===== src/rtl/edge_event_decoder_pkg.sv =====
`default_nettype none
// ============================================================================
//  Module   : edge_event_decoder_pkg
//  Purpose  : Shared types and helpers for the edge event decoder and other
//             run-length measurement blocks.
//             - state_t  : decoder state encoding (LOW, HIGH, ERR)
//             - sat_inc  : increment that saturates at 2^width-1
//  Revision : 1.0 - initial release
// ============================================================================
package edge_event_decoder_pkg;

  typedef enum logic [1:0] {
    ST_LOW  = 2'b00,
    ST_HIGH = 2'b01,
    ST_ERR  = 2'b10
  } state_t;

  // Widest counter the saturating helper supports.
  localparam int unsigned MAX_CNT_W = 32;

  // Returns min(value + 1, 2^width - 1). The 33-bit intermediate keeps the
  // limit and the sum exact even for a full 32-bit counter.
  function automatic logic [31:0] sat_inc(input logic [31:0] value,
                                          input int unsigned width);
    logic [32:0] limit;
    logic [32:0] sum;
    limit = (33'd1 << width) - 33'd1;
    sum   = {1'b0, value} + 33'd1;
    return (sum > limit) ? limit[31:0] : sum[31:0];
  endfunction

endpackage
`default_nettype wire


===== src/rtl/edge_event_decoder_sat_counter.sv =====
`default_nettype none
// ============================================================================
//  Module   : sat_counter
//  Purpose  : W-bit up-counter with synchronous clear and enable that
//             saturates at 2^W-1 instead of wrapping.
//  Ports    : clk   - clock, rising edge
//             rst_n - asynchronous active-low reset (count -> 0)
//             clr   - synchronous clear, has priority over en
//             en    - count enable
//             cnt   - current count
//  Revision : 1.0 - initial release
// ============================================================================
module sat_counter
  import edge_event_decoder_pkg::*;
#(
  parameter int unsigned W = 16   // 1..MAX_CNT_W
) (
  input  logic         clk,
  input  logic         rst_n,
  input  logic         clr,
  input  logic         en,
  output logic [W-1:0] cnt
);

  always_ff @(posedge clk or negedge rst_n) begin
    if (!rst_n) begin
      cnt <= '0;
    end else if (clr) begin
      cnt <= '0;
    end else if (en) begin
      cnt <= W'(sat_inc(32'(cnt), W));
    end
  end

endmodule
`default_nettype wire


===== src/rtl/edge_event_decoder.sv =====
`default_nettype none
// ============================================================================
//  Module   : edge_event_decoder
//  Purpose  : Rebuilds a level signal from single-cycle rise/down pulses,
//             reports how long each level was held, and traps illegal
//             pulse sequences in a sticky error state.
//  Ports    : clk         - clock, rising edge
//             rst_n       - asynchronous active-low reset
//             rise        - rising-edge event pulse
//             down        - falling-edge event pulse
//             clr_err     - leave ERR (level-sensitive)
//             level       - reconstructed level (registered)
//             len_valid   - one-cycle strobe, run_len/len_is_high valid
//             len_is_high - 1: a high run ended, 0: a low run ended
//             run_len     - length of the run that just ended, clk cycles
//             err         - high while in ERR
//  Revision : 1.0 - initial release
// ============================================================================
module edge_event_decoder
  import edge_event_decoder_pkg::*;
#(
  parameter int unsigned CNT_W      = 16,   // 1..MAX_CNT_W
  parameter bit          INIT_LEVEL = 1'b0
) (
  input  logic             clk,
  input  logic             rst_n,
  input  logic             rise,
  input  logic             down,
  input  logic             clr_err,
  output logic             level,
  output logic             len_valid,
  output logic             len_is_high,
  output logic [CNT_W-1:0] run_len,
  output logic             err
);

  localparam state_t RESET_STATE = INIT_LEVEL ? ST_HIGH : ST_LOW;

  state_t           state;
  logic [CNT_W-1:0] run_cnt;
  logic [CNT_W-1:0] next_len;
  logic             accept;
  logic             illegal;
  logic             err_exit;
  logic             cnt_clr;
  logic             cnt_en;

  // Only the single pulse that flips the current level is legal; anything
  // else seen while tracking a level (including both pulses at once) is an
  // error.
  assign accept   = ((state == ST_LOW)  &&  rise && !down) ||
                    ((state == ST_HIGH) &&  down && !rise);
  assign illegal  = (state != ST_ERR) && (rise || down) && !accept;
  assign err_exit = (state == ST_ERR) && clr_err;

  // The counter restarts on every new run and is held in ERR, including
  // the cycle that enters ERR.
  assign cnt_clr  = accept || err_exit;
  assign cnt_en   = (state != ST_ERR) && !rise && !down;

  // The reported run includes the transition cycle itself.
  assign next_len = CNT_W'(sat_inc(32'(run_cnt), CNT_W));

  sat_counter #(
    .W (CNT_W)
  ) u_run_cnt (
    .clk   (clk),
    .rst_n (rst_n),
    .clr   (cnt_clr),
    .en    (cnt_en),
    .cnt   (run_cnt)
  );

  always_ff @(posedge clk or negedge rst_n) begin
    if (!rst_n) begin
      state       <= RESET_STATE;
      level       <= INIT_LEVEL;
      len_valid   <= 1'b0;
      len_is_high <= 1'b0;
      run_len     <= '0;
      err         <= 1'b0;
    end else begin
      len_valid <= 1'b0;
      case (state)
        ST_LOW, ST_HIGH: begin
          if (accept) begin
            state       <= (state == ST_LOW) ? ST_HIGH : ST_LOW;
            level       <= (state == ST_LOW);
            len_valid   <= 1'b1;
            len_is_high <= (state == ST_HIGH);
            run_len     <= next_len;
          end else if (illegal) begin
            // level keeps its last value while in ERR
            state <= ST_ERR;
            err   <= 1'b1;
          end
        end
        ST_ERR: begin
          if (clr_err) begin
            state <= ST_LOW;
            level <= 1'b0;
            err   <= 1'b0;
          end
        end
        default: begin
          state <= ST_ERR;
          err   <= 1'b1;
        end
      endcase
    end
  end

endmodule
`default_nettype wire

===== config.mk =====
export PLATFORM = sky130hd
export DESIGN_NAME = edge_event_decoder
export DESIGN_NICKNAME = d
export VERILOG_FILES = /design/src/rtl/edge_event_decoder_pkg.sv /design/src/rtl/edge_event_decoder_sat_counter.sv /design/src/rtl/edge_event_decoder.sv
export SDC_FILE = /design/constraint.sdc
export NUM_CORES = 1
export LEC_CHECK = 0
export BUFFER_PORTS_ARGS = -buffer_cell sky130_fd_sc_hd__buf_2
export CAP_MARGIN = 5
export CORE_MARGIN = 2
export CORE_UTILIZATION = 40
export DETAILED_ROUTE_END_ITERATION = 16
export HOLD_SLACK_MARGIN = 0.12
export SLEW_MARGIN = 20
export SYNTH_ARGS = -nofsm -noshare
export SYNTH_HDL_FRONTEND = slang
export SYNTH_SLANG_ARGS = --single-unit

===== constraint.sdc =====
create_clock -name clk -period 4 [get_ports clk]
set_input_delay 0.6 -clock clk [delete_from_list [all_inputs] [get_ports clk]]
set_output_delay 0.6 -clock clk [all_outputs]
set_load 0.05 [all_outputs]

==> metrics.yaml <==
timing:
  finalSetupViolations: 0
  hold_violations: 0
  rsz0062_at_grt: "no"
  skew_ns: 0.00247
  slew_headroom: 0.307
  period_minus_slack_ns: 2.60
  fmax_ghz: 0.384
  slew_violations: 0
  final.setup.tns_ns: 0
  period_share: 0.651
  worstMarginPinSlew_ns: 1.03
routing:
  via_per_inst: 5.44
  drt_iter0_markers: 143
  drc: 0
  wl_per_cell_um: 15.1
  dr_total_vias: 1704
  first_pass_iters: 4
  routed_wirelength_mm: 4.73
  antenna_left: 0
synth:
  synth_compound_area_frac: 0.242
  ys_seq_area_frac: 0.451
  synth_area_leaders: "dfrtp_1 (45%), nor2_1 (5.2%), a21oi_1 (3.8%)"
  netlist.area_leader.share: 0.451
  synth_nets: 232
  synth_xor_area_frac: 0.0291
  netlist_area_mm2: 0.00211
  synth_mux_area_frac: 0.0143
  yosys_warnings: 0
  ys_types: 42
  synth-simple-area-share: 0.201
  synth_top_cell_by_area: "dfrtp_1"
  synth_top_family_by_area: "compound AO/OA/AOI/OAI gates"
  async_flop_share: 1.00
  synth-edff-count: 0
  synth_seq_cells: 38
  synthAdderAreaFrac: 0.0119
  synth.avg_cell_area_um2: 9.36
  netlist_instances: 225
  synthFlopType: "dfrtp_1"
floorplanning:
  std_cell_rows: 26
  coreArea_mm2: 0.00511
  die_area_mm2: 0.00586
  die_x_um: 76.6
  start_util: 0.413
  ios: 25
  die-height_um: 76.6
pwr:
  power_density_mw_per_mm2: 700
  switching_share: 0.461
  peakVddDrop_mv: 0.293
  p_int_mw: 0.900
  switching_power_mw: 0.771
  combPwrFrac: 0.456
  seq_power_share: 0.344
  leakage_nw: 0.964
  clkPwrFrac: 0.200
critical_path:
  crit_family: "simple AND/OR/NAND/NOR gates"
  start_kind: "flop"
  slowest_delay_ns: 0.94
  crit_fanout: 19
  criticalPathCategory: "flop to flop"
  reg2reg_from: "u_run_cnt.cnt[1]"
  end_kind: "flop"
  crit_required_ns: 4.20
  path_buf_inv: 0
  ff2ff_path_depth: 5
  r2r_slack_ns: 1.40
  path_cells: "ha_1, nand3_4, nor4_4, nand2_1, a31oi_1"
  r2r_end: "run_len[5]"
  slowest_stage: "nor4_4"
  crit_arrival_ns: 2.81
clock_tree:
  numCtsBuffers: 5
  cts_resized: 0
  htree_levels: 2
  ctsHoldBuffers: 0
  cts_tree: "built"
  clk_pin_slew_ns: 0.07
  clock-sinks: 38
  cts-root-buf: "clkbuf_8"
  clkLatencyLatePin_ns: 0.29
  cts_setup_buffers: 0
  clk_path_buf_depth: 2
grt:
  grt_pass1_wl_mm: 7.98
  track_usage: 0.170
  antenna_found_initial: 0
  grt_pass1_vias: 1636
  overflow: 0
  grt_max_degree: 39
final_layout:
  diodes: 0
  instances_no_fill: 313
  nets: 250
  drive_above_1_share: 0.181
  area_delta_synth_final_pct: 13.3
placement:
  numPlacedInstances: 306
  gp_congestion: 0.767
  hpwl_mm: 3.02
  io_buffers: 24
run:
  maxCapViolCount: 0
hold_path:
  holdCritPathClass: "input port to async pin"
outcome:
  status: "finished clean"
[flip-flops by register name (all words and copies together) (netlist names)]
name           cells
err                1
u_run_cnt.cnt     16
state              2
run_len           16
len_valid          1
len_is_high        1
level              1
[metrics by stage]
step	power [mW]	cell area, µm²	setup WS (ns)	hold WS (ns)	utilization
2_1_floorplan	1.17	2110	2.00	0.304	-
3_3_place_gp	1.34	2270	1.48	0.511	0.445
3_5_place_dp	1.35	2270	1.45	0.497	0.445
4_1_cts	1.69	2390	1.45	0.460	0.467
5_1_grt	1.77	2390	1.22	0.507	0.467
6_report	1.67	2390	1.40	0.415	0.467
[how the worst max path moves through the flow]
stage                              to  slack [ns]  depth (start not counted)              from
final                      run_len[5]        1.40                          5  u_run_cnt.cnt[1]
after global routing       run_len[5]        1.22                          5  u_run_cnt.cnt[1]
after CTS                  run_len[5]        1.45                          5  u_run_cnt.cnt[1]
after detailed placement   run_len[5]        1.45                          6              rise
after global placement     run_len[4]        1.48                          5  u_run_cnt.cnt[1]
after floorplan           run_len[12]        2.00                          5  u_run_cnt.cnt[1]
[routing by layer]
metal	up-vias	track usage	part of all wire
li1	857	-	-
met1	814	0.233	0.50
met2	23	0.265	0.46
met3	10	0.0273	0.021
met4	0	0.0782	0.018
met5	-	0	0
[synthesized netlist by cell type (2+ instances only)]
cell type  number
o211a_1         3
nor3_1          7
nand4_1         2
ha_1            2
o2bb2ai_1       9
nor2_1         29
clkbuf_1       10
o21a_1          3
buf_2           5
o22ai_1         5
a31oi_1        10
nor4_1          5
dfrtp_1        38
nand3_4         2
inv_1          11
o211ai_1        9
a21oi_1        16
and3_1          2
nand2b_1        8
and2_1          3
mux2_4          2
o21ai_0         5
xnor2_1         7
a22oi_1         7
nand2_1         8
[cell type report]
cell class | instances | area, µm²
inverters | 11 | 41.3
clock buffers | 6 | 82.6
multi-input cells | 160 | 1050
flip-flops and latches | 38 | 951
fillers | 499 | 2720
clock inverters | 1 | 30.0
well taps | 70 | 87.6
repair buffers | 27 | 143
[cells by family (layout without fill, tap and decap cells)]
family / after synthesis / count (layout)
simple gates: 75 / 75
compound gates: 74 / 74
flops: 38 / 38
buf+inv: 27 / 45
xor+xnor: 7 / 7
fa+ha+maj: 2 / 2
mux: 2 / 2
[power groups by stage]
stage | Sequential (mW) | Combinational [mW] | Clock, mW
floorplan | 0.890 | 0.276 | 0
global placement | 0.580 | 0.760 | 0
detailed placement | 0.581 | 0.766 | 0
CTS | 0.575 | 0.769 | 0.344
global route | 0.594 | 0.812 | 0.360
finish | 0.574 | 0.762 | 0.334
[cell usage in the layout (no fill, tap or decap), types with 6 or more instances in the layout]
| cell type | n |
|---|---|
| buf_2 | 24 |
| o211ai_1 | 9 |
| nor3_1 | 7 |
| nor2_1 | 29 |
| xnor2_1 | 7 |
| inv_1 | 11 |
| a31oi_1 | 10 |
| a22oi_1 | 7 |
| o2bb2ai_1 | 9 |
| nand2_1 | 8 |
| dfrtp_1 | 38 |
| clkbuf_8 | 6 |
| nand2b_1 | 8 |
| a21oi_1 | 15 |
Note: power is estimated with default switching activity, not from simulation.
